**src/rtl/mem_stage.sv**
```systemverilog
`default_nettype none
// ============================================================================
//  Module      : mem_stage
//  Description : Memory-access stage behind the ALU of the 16-bit pipeline.
//                Pass-through ops retire in one cycle; loads/stores run one
//                req/ack access against the shared SRAM while stalling
//                upstream. One writeback record is emitted per instruction.
//                Optional macro MEM_TIMEOUT_EN adds an access timeout that
//                aborts after MEM_TIMEOUT unacknowledged REQ cycles and sets
//                the sticky err flag.
//  Revision    : 1.0 - initial release
// ============================================================================
module mem_stage #(
    parameter int MEM_TIMEOUT = 16
) (
    input  logic        clk,
    input  logic        rst,
    input  logic        in_valid,
    input  logic [1:0]  in_op,
    input  logic [15:0] in_addr,
    input  logic [15:0] in_wdata,
    input  logic [3:0]  in_rd,
    input  logic        in_wen,
    output logic        stall,
    output logic        mem_req,
    output logic        mem_we,
    output logic [15:0] mem_addr,
    output logic [15:0] mem_wdata,
    input  logic [15:0] mem_rdata,
    input  logic        mem_ack,
    output logic        out_valid,
    output logic [15:0] out_data,
    output logic [3:0]  out_rd,
    output logic        out_wen,
    output logic        err
);

    typedef enum logic [0:0] {
        S_IDLE = 1'b0,
        S_REQ  = 1'b1
    } state_t;

    localparam logic [1:0] c_OP_LOAD  = 2'b01;
    localparam logic [1:0] c_OP_STORE = 2'b10;

    state_t      r_state, w_state;
    logic [15:0] r_addr, w_addr;
    logic [15:0] r_wdata, w_wdata;
    logic [3:0]  r_rd, w_rd;
    logic        r_wen, w_wen;
    logic        r_we, w_we;
    logic        r_out_valid, w_out_valid;
    logic [15:0] r_out_data, w_out_data;
    logic [3:0]  r_out_rd, w_out_rd;
    logic        r_out_wen, w_out_wen;
    logic        r_err, w_err;
    logic        w_timeout;

`ifdef MEM_TIMEOUT_EN
    localparam int              CW         = $clog2(MEM_TIMEOUT + 1);
    localparam logic [CW-1:0]   c_CNT_LAST = CW'(MEM_TIMEOUT - 1);

    logic [CW-1:0] r_cnt;

    // Count unacknowledged REQ cycles; any cycle outside REQ clears the count
    always_ff @(posedge clk) begin
        if (rst) begin
            r_cnt <= '0;
        end else if (r_state != S_REQ) begin
            r_cnt <= '0;
        end else if (!mem_ack) begin
            r_cnt <= r_cnt + CW'(1);
        end
    end

    // Last allowed REQ cycle: no ack on this edge means the count hits the limit
    assign w_timeout = (r_state == S_REQ) && (r_cnt == c_CNT_LAST);
`else
    logic w_unused_cfg;
    assign w_unused_cfg = (MEM_TIMEOUT == 0);
    assign w_timeout    = 1'b0;
`endif

    // Next-state and next-output decode; registers hold unless changed below
    always_comb begin
        w_state     = r_state;
        w_addr      = r_addr;
        w_wdata     = r_wdata;
        w_rd        = r_rd;
        w_wen       = r_wen;
        w_we        = r_we;
        w_out_valid = 1'b0;
        w_out_data  = r_out_data;
        w_out_rd    = r_out_rd;
        w_out_wen   = r_out_wen;
        w_err       = r_err;
        case (r_state)
            S_IDLE: begin
                if (in_valid) begin
                    if (in_op == c_OP_LOAD || in_op == c_OP_STORE) begin
                        w_state = S_REQ;
                        w_addr  = in_addr;
                        w_wdata = in_wdata;
                        w_rd    = in_rd;
                        w_wen   = in_wen;
                        w_we    = (in_op == c_OP_STORE);
                    end else begin
                        w_out_valid = 1'b1;
                        w_out_data  = in_addr;
                        w_out_rd    = in_rd;
                        w_out_wen   = in_wen;
                    end
                end
            end
            S_REQ: begin
                // Ack takes priority over a timeout on the same edge
                if (mem_ack) begin
                    w_state     = S_IDLE;
                    w_we        = 1'b0;
                    w_out_valid = 1'b1;
                    w_out_rd    = r_rd;
                    if (r_we) begin
                        w_out_data = r_addr;
                        w_out_wen  = 1'b0;
                    end else begin
                        w_out_data = mem_rdata;
                        w_out_wen  = r_wen;
                    end
                end else if (w_timeout) begin
                    w_state     = S_IDLE;
                    w_we        = 1'b0;
                    w_out_valid = 1'b1;
                    w_out_rd    = r_rd;
                    w_out_data  = 16'hFFFF;
                    w_out_wen   = r_we ? 1'b0 : r_wen;
                    w_err       = 1'b1;
                end
            end
            default: w_state = S_IDLE;
        endcase
    end

    // State and output registers; reset overrides everything
    always_ff @(posedge clk) begin
        if (rst) begin
            r_state     <= S_IDLE;
            r_addr      <= 16'h0000;
            r_wdata     <= 16'h0000;
            r_rd        <= 4'h0;
            r_wen       <= 1'b0;
            r_we        <= 1'b0;
            r_out_valid <= 1'b0;
            r_out_data  <= 16'h0000;
            r_out_rd    <= 4'h0;
            r_out_wen   <= 1'b0;
            r_err       <= 1'b0;
        end else begin
            r_state     <= w_state;
            r_addr      <= w_addr;
            r_wdata     <= w_wdata;
            r_rd        <= w_rd;
            r_wen       <= w_wen;
            r_we        <= w_we;
            r_out_valid <= w_out_valid;
            r_out_data  <= w_out_data;
            r_out_rd    <= w_out_rd;
            r_out_wen   <= w_out_wen;
            r_err       <= w_err;
        end
    end

    assign stall     = (r_state == S_REQ);
    assign mem_req   = (r_state == S_REQ);
    assign mem_we    = r_we;
    assign mem_addr  = r_addr;
    assign mem_wdata = r_wdata;
    assign out_valid = r_out_valid;
    assign out_data  = r_out_data;
    assign out_rd    = r_out_rd;
    assign out_wen   = r_out_wen;
    assign err       = r_err;

endmodule
`default_nettype wire
```
**config.mk**
```make
export PLATFORM = sky130hd
export DESIGN_NAME = mem_stage
export DESIGN_NICKNAME = d
export VERILOG_FILES = /design/src/rtl/mem_stage.sv
export SDC_FILE = /design/constraint.sdc
export NUM_CORES = 1
export LEC_CHECK = 0
export BUFFER_PORTS_ARGS = -buffer_cell sky130_fd_sc_hd__clkbuf_2
export CELL_PAD_IN_SITES_DETAIL_PLACEMENT = 1
export CELL_PAD_IN_SITES_GLOBAL_PLACEMENT = 1
export CORE_UTILIZATION = 32
export DETAILED_ROUTE_END_ITERATION = 6
export PLACE_DENSITY_LB_ADDON = 0.1
export SYNTH_ARGS = -nofsm -noshare
export SYNTH_HDL_FRONTEND = slang
export SYNTH_SLANG_ARGS = --single-unit
```
**constraint.sdc**
```tcl
create_clock -name clk -period 2.1 [get_ports clk]
set_input_delay 0.21 -clock clk [delete_from_list [all_inputs] [get_ports clk]]
set_output_delay 0.21 -clock clk [all_outputs]
set_load 0.05 [all_outputs]
```
==> results of run 1 <==
==> per-stage QoR <==
| stage | area [um^2] | hold slack, ps | instances | worst slack, ps | power, mW |
|---|---|---|---|---|---|
| after detailed placement | 3190 | 442 | 500 | 375 | 2.04 |
| after CTS | 3420 | 74.2 | 516 | 302 | 3.23 |
| after floorplan | 2560 | 346 | 299 | 413 | 1.84 |
| final | 3420 | 91.8 | 516 | 319 | 3.18 |
| after global placement | 3190 | 434 | 500 | 373 | 2.03 |
| after global routing | 3420 | 90.2 | 516 | 219 | 3.33 |
==> power breakdown <==
group          total (mW)  switching [mW]  internal, mW  leakage [nW]
Clock                1.18           0.454         0.730         0.116
Combinational       0.707           0.501         0.206         0.914
Sequential           1.29          0.0519          1.24         0.499
==> layout make-up <==
class | count | area, um^2 | share of cell area (%)
Inverter | 2 | 7.51 | 0.220
Clock buffer | 12 | 155 | 4.54
Tap cell | 102 | 128 | 3.73
Multi-Input combinational cell | 210 | 1170 | 34.3
Sequential cell | 61 | 1220 | 35.8
Clock inverter | 4 | 70.1 | 2.05
Timing Repair Buffer | 125 | 663 | 19.4
==> synth_stat cells <==
library cell | n | share of area (%)
buf_6 | 5 | 2.2
a21oi_4 | 1 | 0.63
nand2_1 | 76 | 11
conb_1 | 1 | 0.15
a21oi_1 | 55 | 11
nor2b_1 | 4 | 0.98
nor3_1 | 10 | 2.0
nand3b_4 | 1 | 0.78
a22o_1 | 16 | 5.5
and2_1 | 1 | 0.24
buf_4 | 8 | 2.3
nand3_1 | 1 | 0.19
ha_1 | 1 | 0.49
inv_1 | 2 | 0.29
nand2b_1 | 1 | 0.24
buf_2 | 5 | 0.98
nor2_1 | 16 | 2.3
a221oi_1 | 5 | 1.7
or3b_1 | 1 | 0.34
and3b_1 | 2 | 0.68
dfxtp_1 | 61 | 48
mux2i_1 | 16 | 6.2
clkbuf_1 | 8 | 1.2
nor3_4 | 1 | 0.63
nor3b_2 | 1 | 0.49
==> tightest hold or removal path: cells and delay by family <==
family / cells / cell delay [ps]
AO/OA/AOI/OAI: 1 / 50
buffers and inverters: 1 / 80
AND/OR/NAND/NOR: 1 / 40
==> worst paths after layout <==
| kind | startpoint | to | slack, ps | cells past startpoint |
|---|---|---|---|---|
| worst max register to register | mem_req | out_data[14] | 620 | 3 |
| worst min register to register | mem_wdata[15] | mem_wdata[15] | 450 | 2 |
| worst max-delay path | mem_req | mem_req | 320 | 2 |
| worst min-delay path | in_wdata[14] | mem_wdata[14] | 90 | 3 |
==> layer usage <==
| layer | track usage [%] | wire, um | up-vias |
|---|---|---|---|
| met5 | 0 | 0 | - |
| met4 | 6.35 | 55 | 0 |
| met3 | 5.28 | 460 | 5 |
| met2 | 31.5 | 3460 | 74 |
| met1 | 21.9 | 3320 | 1148 |
| li1 | - | - | 1236 |
==> registers in the layout, summed over array words and instances, names as in the netlist <==
register,cells
r_wen,1
mem_addr,16
out_wen,1
out_data,16
mem_we,1
r_rd,4
mem_req,1
out_valid,1
mem_wdata,16
out_rd,4
==> cells by family after synthesis <==
| kind of cell | Yosys count | share of synthesized area [%] |
|---|---|---|
| compound gates | 77 | 18.5 |
| simple gates | 115 | 20.0 |
| other cells | 1 | 0.146 |
| flops | 61 | 47.6 |
| buf+inv | 28 | 6.98 |
| mux | 16 | 6.24 |
| fa+ha+maj | 1 | 0.488 |
==> cells in the final DEF, fill, tap and decap left out, drive strengths merged <==
master,Yosys,final
mux2i,16,16
ha,1,1
dfxtp,61,61
conb,1,1
and2,1,1
inv,2,2
nor3b,1,1
or3b,1,1
a21oi,56,56
nand2b,1,1
nor2b,4,4
nor2,16,16
and3b,2,2
buf,18,10
nand3,1,1
nand3b,1,1
bufinv,0,2
clkbuf,8,127
a22o,16,16
nand2,76,76
nor3,11,11
clkinv,0,2
a221oi,5,5
==> reports/metrics.yaml, run 1 <==
setup_path:
  slowest_stage: "buf_4"
  endpoint_kind: "output port"
  cp_data_required_time_ps: 1890
  crit_chain: "buf_4 -> clkbuf_2"
  critPathArrivalTime_ps: 1570
  cp_max_fo: 43
  worst_setup_path_start_kind: "register"
  cp_top_family: "buffers and inverters"
  critPathKind: "reg -> out"
  crit_buf_inv: 2
  cp_slowest_stage_delay_ps: 440
global_route:
  grt.total_usage_pct: 18.4
  overflow: 0
  grt_max_degree: 44
  antenna_found_initial: 0
  grt_pass1_vias: 2454
  grt_pass1_wl_um: 12000
clock_tree:
  clock_sinks: 61
  htreeDepth: 3
  ctsHoldBuffers: 0
  numCtsBuffers: 9
  clk_pin_slew_ps: 70
  clock_path_buffers: 2
  cts_tree: "yes"
  clkLatencyLatePin_ps: 340
  clockRootBuffer: "clkbuf_8"
  cts_setup_buffers: 0
  cts_repair_resize_count: 0
synthesis:
  yosys_register_bits: 61
  yosys.cell_types.count: 25
  synth_nets: 359
  synth_seq_area_share_pct: 47.6
  yosysWarnings: 0
  netlist_area_um2: 2560
  synth_cells: 299
  avgSynthCellArea_um2: 8.58
final_layout:
  fin_nets: 469
  utilization_pct: 44.2
  drive_gt1_share_pct: 35.0
  syn_to_final_growth_pct: 33.2
  fillerInstances: 994
  diodes: 0
sta:
  hold_viol_final: 0
  max_freq_ghz: 0.561
  maxSlewHeadroom_pct: 66.1
  finalCritPeriodShare_pct: 84.8
  rsz0062_at_grt: "no"
  maxSlewViolCount: 0
  worst_pin_slew_ps: 508
  setup_tns_ps: 0
  finalClockSkew_ps: 10.1
  finalSetupViolCount: 0
  final.min_clock_period_ps: 1780
route:
  drt-total-wl_um: 7300
  via_per_inst: 4.77
  avgRoutedWirePerCell_um: 14.1
  via_count: 2463
  drcViolationCount: 0
  drtPass1Iterations: 6
  initialDrtViolationCount: 58
  drt.antenna.violating_nets: 0
place:
  place_congestion: 0.690
  portBuffers: 115
  hpwlAfterDp_um: 5070
power:
  ir_worst_vdd_uv: 345
  power_density_nw_per_um2: 931
  power_leakage_nw: 1.53
floorplanning:
  die_area_um2: 8380
  row_count: 32
  die_w_um: 91.5
  ios: 117
  die_y_um: 91.5
  initial_core_util_pct: 33.2
  core_area_um2: 7730
min_path:
  hp-class: "in -> reg"
run:
  maxCapViolations: 0
run_status:
  status: "finished, final reports clean"
Power figures use the tool's default switching activity.
==> run 2, diff against run 1 <==
==> constraint.sdc (replaced) <==
create_clock -name clk -period 1.8 [get_ports clk]
set_input_delay 0.18 -clock clk [delete_from_list [all_inputs] [get_ports clk]]
set_output_delay 0.18 -clock clk [all_outputs]
set_load 0.05 [all_outputs]
==> run 2 against run 1 <==
  * Total power increased by 7.3%
  * Sequential cell count unchanged
  * Register-to-register slack worse by 340 ps
  * Largest cell class unchanged
==> reports/metrics.yaml, run 2 (synthesis results as in run 1) <==
final_layout:
  syn_to_final_growth_pct: 32.8
  regArea_um2: 1220
  fin_nets: 474
  fillerInstances: 993
  diodes: 0
  layout_common_cells: "clkbuf_2, nand2_1, dfxtp_1"
  final_common_cell: "clkbuf_2"
  drive_gt1_share_pct: 35.5
  multi_input_area_um2: 1170
sta:
  finalCritPeriodShare_pct: 84.2
  max_freq_ghz: 0.660
  setup_tns_ps: 0
  hold_viol_final: 0
  rsz0062_at_grt: "no"
  maxSlewViolCount: 0
  finalSetupViolCount: 0
  finalClockSkew_ps: 8.77
  final.min_clock_period_ps: 1520
route:
  via_per_inst: 4.76
  initialDrtViolationCount: 60
  drtPass1Iterations: 4
  drcViolationCount: 0
  drt-total-wl_um: 7320
  drt.antenna.violating_nets: 0
  avgRoutedWirePerCell_um: 14.1
  via_count: 2468
clock_tree:
  clkLatencyLatePin_ps: 330
  clock_sinks: 61
  clk_pin_slew_ps: 60
  ctsHoldBuffers: 0
  clockRootBuffer: "clkbuf_8"
  cts_tree: "yes"
  cts_setup_buffers: 0
  clock_path_buffers: 2
  numCtsBuffers: 9
  cts_repair_resize_count: 0
  htreeDepth: 3
place:
  hpwlAfterDp_um: 5180
  portBuffers: 115
  place_congestion: 0.739
global_route:
  grt_most_used_layer: "met2"
  grt.total_usage_pct: 18.1
  grt_pass1_vias: 2507
  met2_usage_pct: 30.6
  grt_pass1_wl_um: 11800
  antenna_found_initial: 0
  grt_util_met1_pct: 22.6
  overflow: 0
  grt_util_met3_pct: 3.43
  grt_max_degree: 28
floorplanning:
  die_y_um: 91.5
  ios: 117
  die_area_um2: 8380
  die_w_um: 91.5
  core_area_um2: 7730
  initial_core_util_pct: 33.2
  row_count: 32
power:
  ir_worst_vdd_uv: 428
  power_density_nw_per_um2: 1000
  power_leakage_nw: 1.53
  total_power_mw: 3.42
min_path:
  hp-class: "in -> reg"
setup_path:
  cp_max_fo: 19
  critPathKind: "reg -> reg"
  critPathArrivalTime_ps: 1730
  endpoint_kind: "register"
  cp_data_required_time_ps: 2020
  worst_setup_path_start_kind: "register"
run:
  maxCapViolations: 0
run_status:
  status: "finished, final reports clean"
-- run 2: cell types whose count changed in the layout (fill, tap and decap cells not counted) --
cell and change:
bufinv_16 -2, buf_4 +4, buf_12 +1
-- run 2: final timing paths --
| check | cells after the start | end | slack (ps) | startpoint |
|---|---|---|---|---|
| worst min register to register | 2 | mem_wdata[13] | 450 | mem_wdata[13] |
| worst min-delay path | 3 | mem_wdata[4] | 70 | in_wdata[4] |
| worst max-delay path | 4 | out_data[8] | 280 | mem_req |
| worst max register to register | 4 | out_data[8] | 280 | mem_req |
-- run 2: critical path, stage by stage (launching register included) --
cell,delay (ps)
dfxtp_2,550
and2_1,380
nor3_4,90
buf_12,160
a22o_1,220
-- run 2: metal layers --
| layer | routed length [um] | vias to the layer above |
|---|---|---|
| li1 | - | 1249 |
| met1 | 3450 | 1141 |
| met2 | 3460 | 71 |
| met3 | 316 | 7 |
| met4 | 87 | 0 |
| met5 | 0 | - |
-- run 2: power breakdown --
group	switching (mW)	internal [mW]	leakage, nW
registers	0.0614	1.45	0.499
clock network	0.508	0.556	0.0881
logic	0.588	0.257	0.943
-- run 2: cell type report --
class	instances	area share (%)
flip-flops and latches	61	35.9
well taps	102	3.75
clock inverters	2	0.294
multi-input cells	210	34.4
inverters	2	0.220
repair buffers	130	20.9
clock buffers	12	4.55
-- run 2: through the flow --
step	setup WS, ps	std cells	cell area, um^2	hold WS [ps]	util, %
3_3_place_gp	277	505	3240	403	42.0
6_report	284	519	3410	67.0	44.1
5_1_grt	178	519	3410	51.2	44.1
3_5_place_dp	256	505	3240	412	42.0
4_1_cts	258	519	3410	50.2	44.1
2_1_floorplan	113	299	2560	316	-
==> run 3, diff against run 2 <==
--- a/config.mk
+++ b/config.mk
@@ -5,6 +5,7 @@
 export SDC_FILE = /design/constraint.sdc
 export NUM_CORES = 1
 export LEC_CHECK = 0
+export ABC_AREA = 1
 export BUFFER_PORTS_ARGS = -buffer_cell sky130_fd_sc_hd__clkbuf_2
 export CELL_PAD_IN_SITES_DETAIL_PLACEMENT = 1
 export CELL_PAD_IN_SITES_GLOBAL_PLACEMENT = 1
==> constraint.sdc (replaced) <==
create_clock -name clk -period 1.5 [get_ports clk]
set_input_delay 0.15 -clock clk [delete_from_list [all_inputs] [get_ports clk]]
set_output_delay 0.15 -clock clk [all_outputs]
set_load 0.05 [all_outputs]
==> run 3 against run 2 <==
  * Utilization decreased by 0.20 points
  * Die area increased by 14%
  * Clock power increased by 58%
  * Combinational power increased by 53%
  * Critical path depth increased by 3
  * Area after synthesis increased by 14%
  * Non-clock buffer count increased by 5
  * Critical path type unchanged
==> reports/metrics.yaml, run 3 <==
setup_path:
  critPathKind: "reg -> reg"
  cp_max_fo: 31
  cp_slowest_stage_delay_ps: 350
  slowest_stage: "dfxtp_1"
  critPathArrivalTime_ps: 1560
  cp_data_required_time_ps: 1730
  crit_buf_inv: 3
  endpoint_kind: "register"
  cp_top_family: "buffers and inverters"
  crit_chain: "buf_6 -> inv_8 -> nand2_1 -> nand3_4 -> buf_4 -> a21oi_1 -> nor2_1"
  worst_setup_path_start_kind: "register"
floorplanning:
  core_area_um2: 8760
  die_w_um: 97.5
  row_count: 34
  die_y_um: 97.5
  initial_core_util_pct: 33.3
  die_area_um2: 9510
  ios: 117
global_route:
  grt_max_degree: 38
  grt_util_met3_pct: 5.04
  grt_pass1_wl_um: 15200
  antenna_found_initial: 0
  grt.total_usage_pct: 20.3
  grt_util_met1_pct: 24.7
  met2_usage_pct: 34.1
  overflow: 0
  grt_most_used_layer: "met2"
  grt_pass1_vias: 3054
clock_tree:
  clockRootBuffer: "clkbuf_8"
  clock_path_buffers: 2
  cts_tree: "yes"
  clock_sinks: 61
  clk_pin_slew_ps: 80
  cts_setup_buffers: 0
  clkLatencyLatePin_ps: 340
  numCtsBuffers: 9
  htreeDepth: 3
synthesis:
  synth_xor_area_share_pct: 0
  synth_area_leaders: "dfxtp_1, nand2_1, nand4_1"
  yosys.cell_types.count: 24
  synth_cells: 390
  avgSynthCellArea_um2: 7.49
  synthSimpleGateAreaFrac_pct: 37.3
  synth_largest_area_cell: "dfxtp_1"
  netlist_area_um2: 2920
  yosysWarnings: 0
  synth_compound_area_share_pct: 11.6
  synth_seq_area_share_pct: 41.8
  synth_nets: 450
  synth_edf_count: 0
  synth_top_family_by_area: "simple AND/OR/NAND/NOR gates"
  ys.flop_type: "dfxtp_1"
  synthDominantCellAreaShare_pct: 41.8
  yosys_register_bits: 61
  synth_commonest_cells: "nand2_1, dfxtp_1, a21oi_1, nand4_1, nor2_1"
  yosysMostFrequentCell: "nand2_1"
  async_flop_share_pct: 0
  synthAdderAreaFrac_pct: 0.428
  synth_mux_area_share_pct: 0
route:
  via_per_inst: 4.89
  drtPass1Iterations: 4
  drt-total-wl_um: 9290
  initialDrtViolationCount: 86
  via_count: 3010
  drt.antenna.violating_nets: 0
  drcViolationCount: 0
  avgRoutedWirePerCell_um: 15.1
power:
  ir_worst_vdd_uv: 425
  swShare_pct: 34.1
  power_leakage_nw: 1.78
  switchingPower_mw: 1.63
  pwr-share-clk_pct: 35.1
  p_seq_share_pct: 38.1
  power_density_nw_per_um2: 1240
  internal_power_mw: 3.16
  comb_power_share_pct: 26.9
place:
  place_congestion: 0.730
  postPlaceCellArea_um2: 3610
  dpl.cell_count: 599
  hpwlAfterDp_um: 6700
  portBuffers: 115
final_layout:
  regArea_um2: 1220
  fillerInstances: 1139
  drive_gt1_share_pct: 33.9
  diodes: 0
  syn_to_final_growth_pct: 31.7
  final_cell_count_no_fill: 615
  final_common_cell: "clkbuf_2"
  final_cell_area_um2: 3850
  layout_common_cells: "clkbuf_2, nand2_1, dfxtp_1"
  multi_input_area_um2: 1440
  fin_nets: 562
run:
  maxCapViolations: 0
sta:
  finalClockSkew_ps: 12.3
  hold_viol_final: 0
  final.min_clock_period_ps: 1330
  rsz0062_at_grt: "no"
  setup_tns_ps: 0
  finalCritPeriodShare_pct: 88.7
  max_freq_ghz: 0.752
  maxSlewViolCount: 0
  finalSetupViolCount: 0
min_path:
  hp-class: "in -> reg"
run_status:
  status: "finished, final reports clean"
run 3: what timing repair did:
item                       CTS  global route
setup endpoints to repair    0             4
gates resized for setup      0             2
hold endpoints to repair     0             0
hold buffers                 0             0
run 3: stage by stage:
| step | hold WS, ps | total power [mW] | worst slack, ps | utilization, % |
|---|---|---|---|---|
| floorplan | 285 | 2.79 | 25.9 | - |
| global placement | 391 | 3.13 | 95.8 | 41.2 |
| detailed placement | 405 | 3.15 | 24.3 | 41.2 |
| CTS | 34.8 | 4.85 | 80.1 | 43.8 |
| global route | 53.2 | 5.04 | 36.7 | 43.9 |
| finish | 44.6 | 4.79 | 170 | 43.9 |
run 3: routing by layer:
metal / up-vias / routed length [um]
li1: 1524 / -
met2: 78 / 4450
met4: 0 / 131
met1: 1397 / 4210
met3: 11 / 503
met5: - / 0
run 3: power groups by stage:
| stage | clock network [mW] | registers (mW) | logic (mW) |
|---|---|---|---|
| after floorplan | 0 | 2.25 | 0.534 |
| after global placement | 0 | 1.86 | 1.28 |
| after detailed placement | 0 | 1.86 | 1.29 |
| after CTS | 1.73 | 1.82 | 1.30 |
| after global routing | 1.81 | 1.84 | 1.39 |
| final | 1.68 | 1.82 | 1.29 |
run 3: cells by family (layout without fill, tap and decap cells):
| family | after synthesis | in the layout |
|---|---|---|
| AO/OA/AOI/OAI | 60 | 60 |
| adder cells (fa/ha/maj) | 1 | 1 |
| AND/OR/NAND/NOR | 223 | 223 |
| other | 1 | 1 |
| flip-flops | 61 | 61 |
| buffers and inverters | 44 | 161 |
run 3: area by class of cell:
cell class	count	share of cell area (%)
multi-input cells	285	37.5
flip-flops and latches	61	31.8
repair buffers	135	20.2
clock buffers	12	4.03
clock inverters	4	1.82
well taps	108	3.51
inverters	10	1.17
run 3: tightest hold or removal path: stages:
cell and delay (ps):
clkbuf_2 90, nor2_1 40, nor2_1 80
run 3: path summary, 6_finish.rpt:
path / endpoint / from / depth (start not counted) / slack [ps]
hold reg to reg: mem_wdata[11] / mem_wdata[11] / 2 / 470
hold / removal: r_rd[1] / in_rd[1] / 3 / 40
setup / recovery: out_data[0] / mem_req / 7 / 170
setup reg to reg: out_data[0] / mem_req / 7 / 170
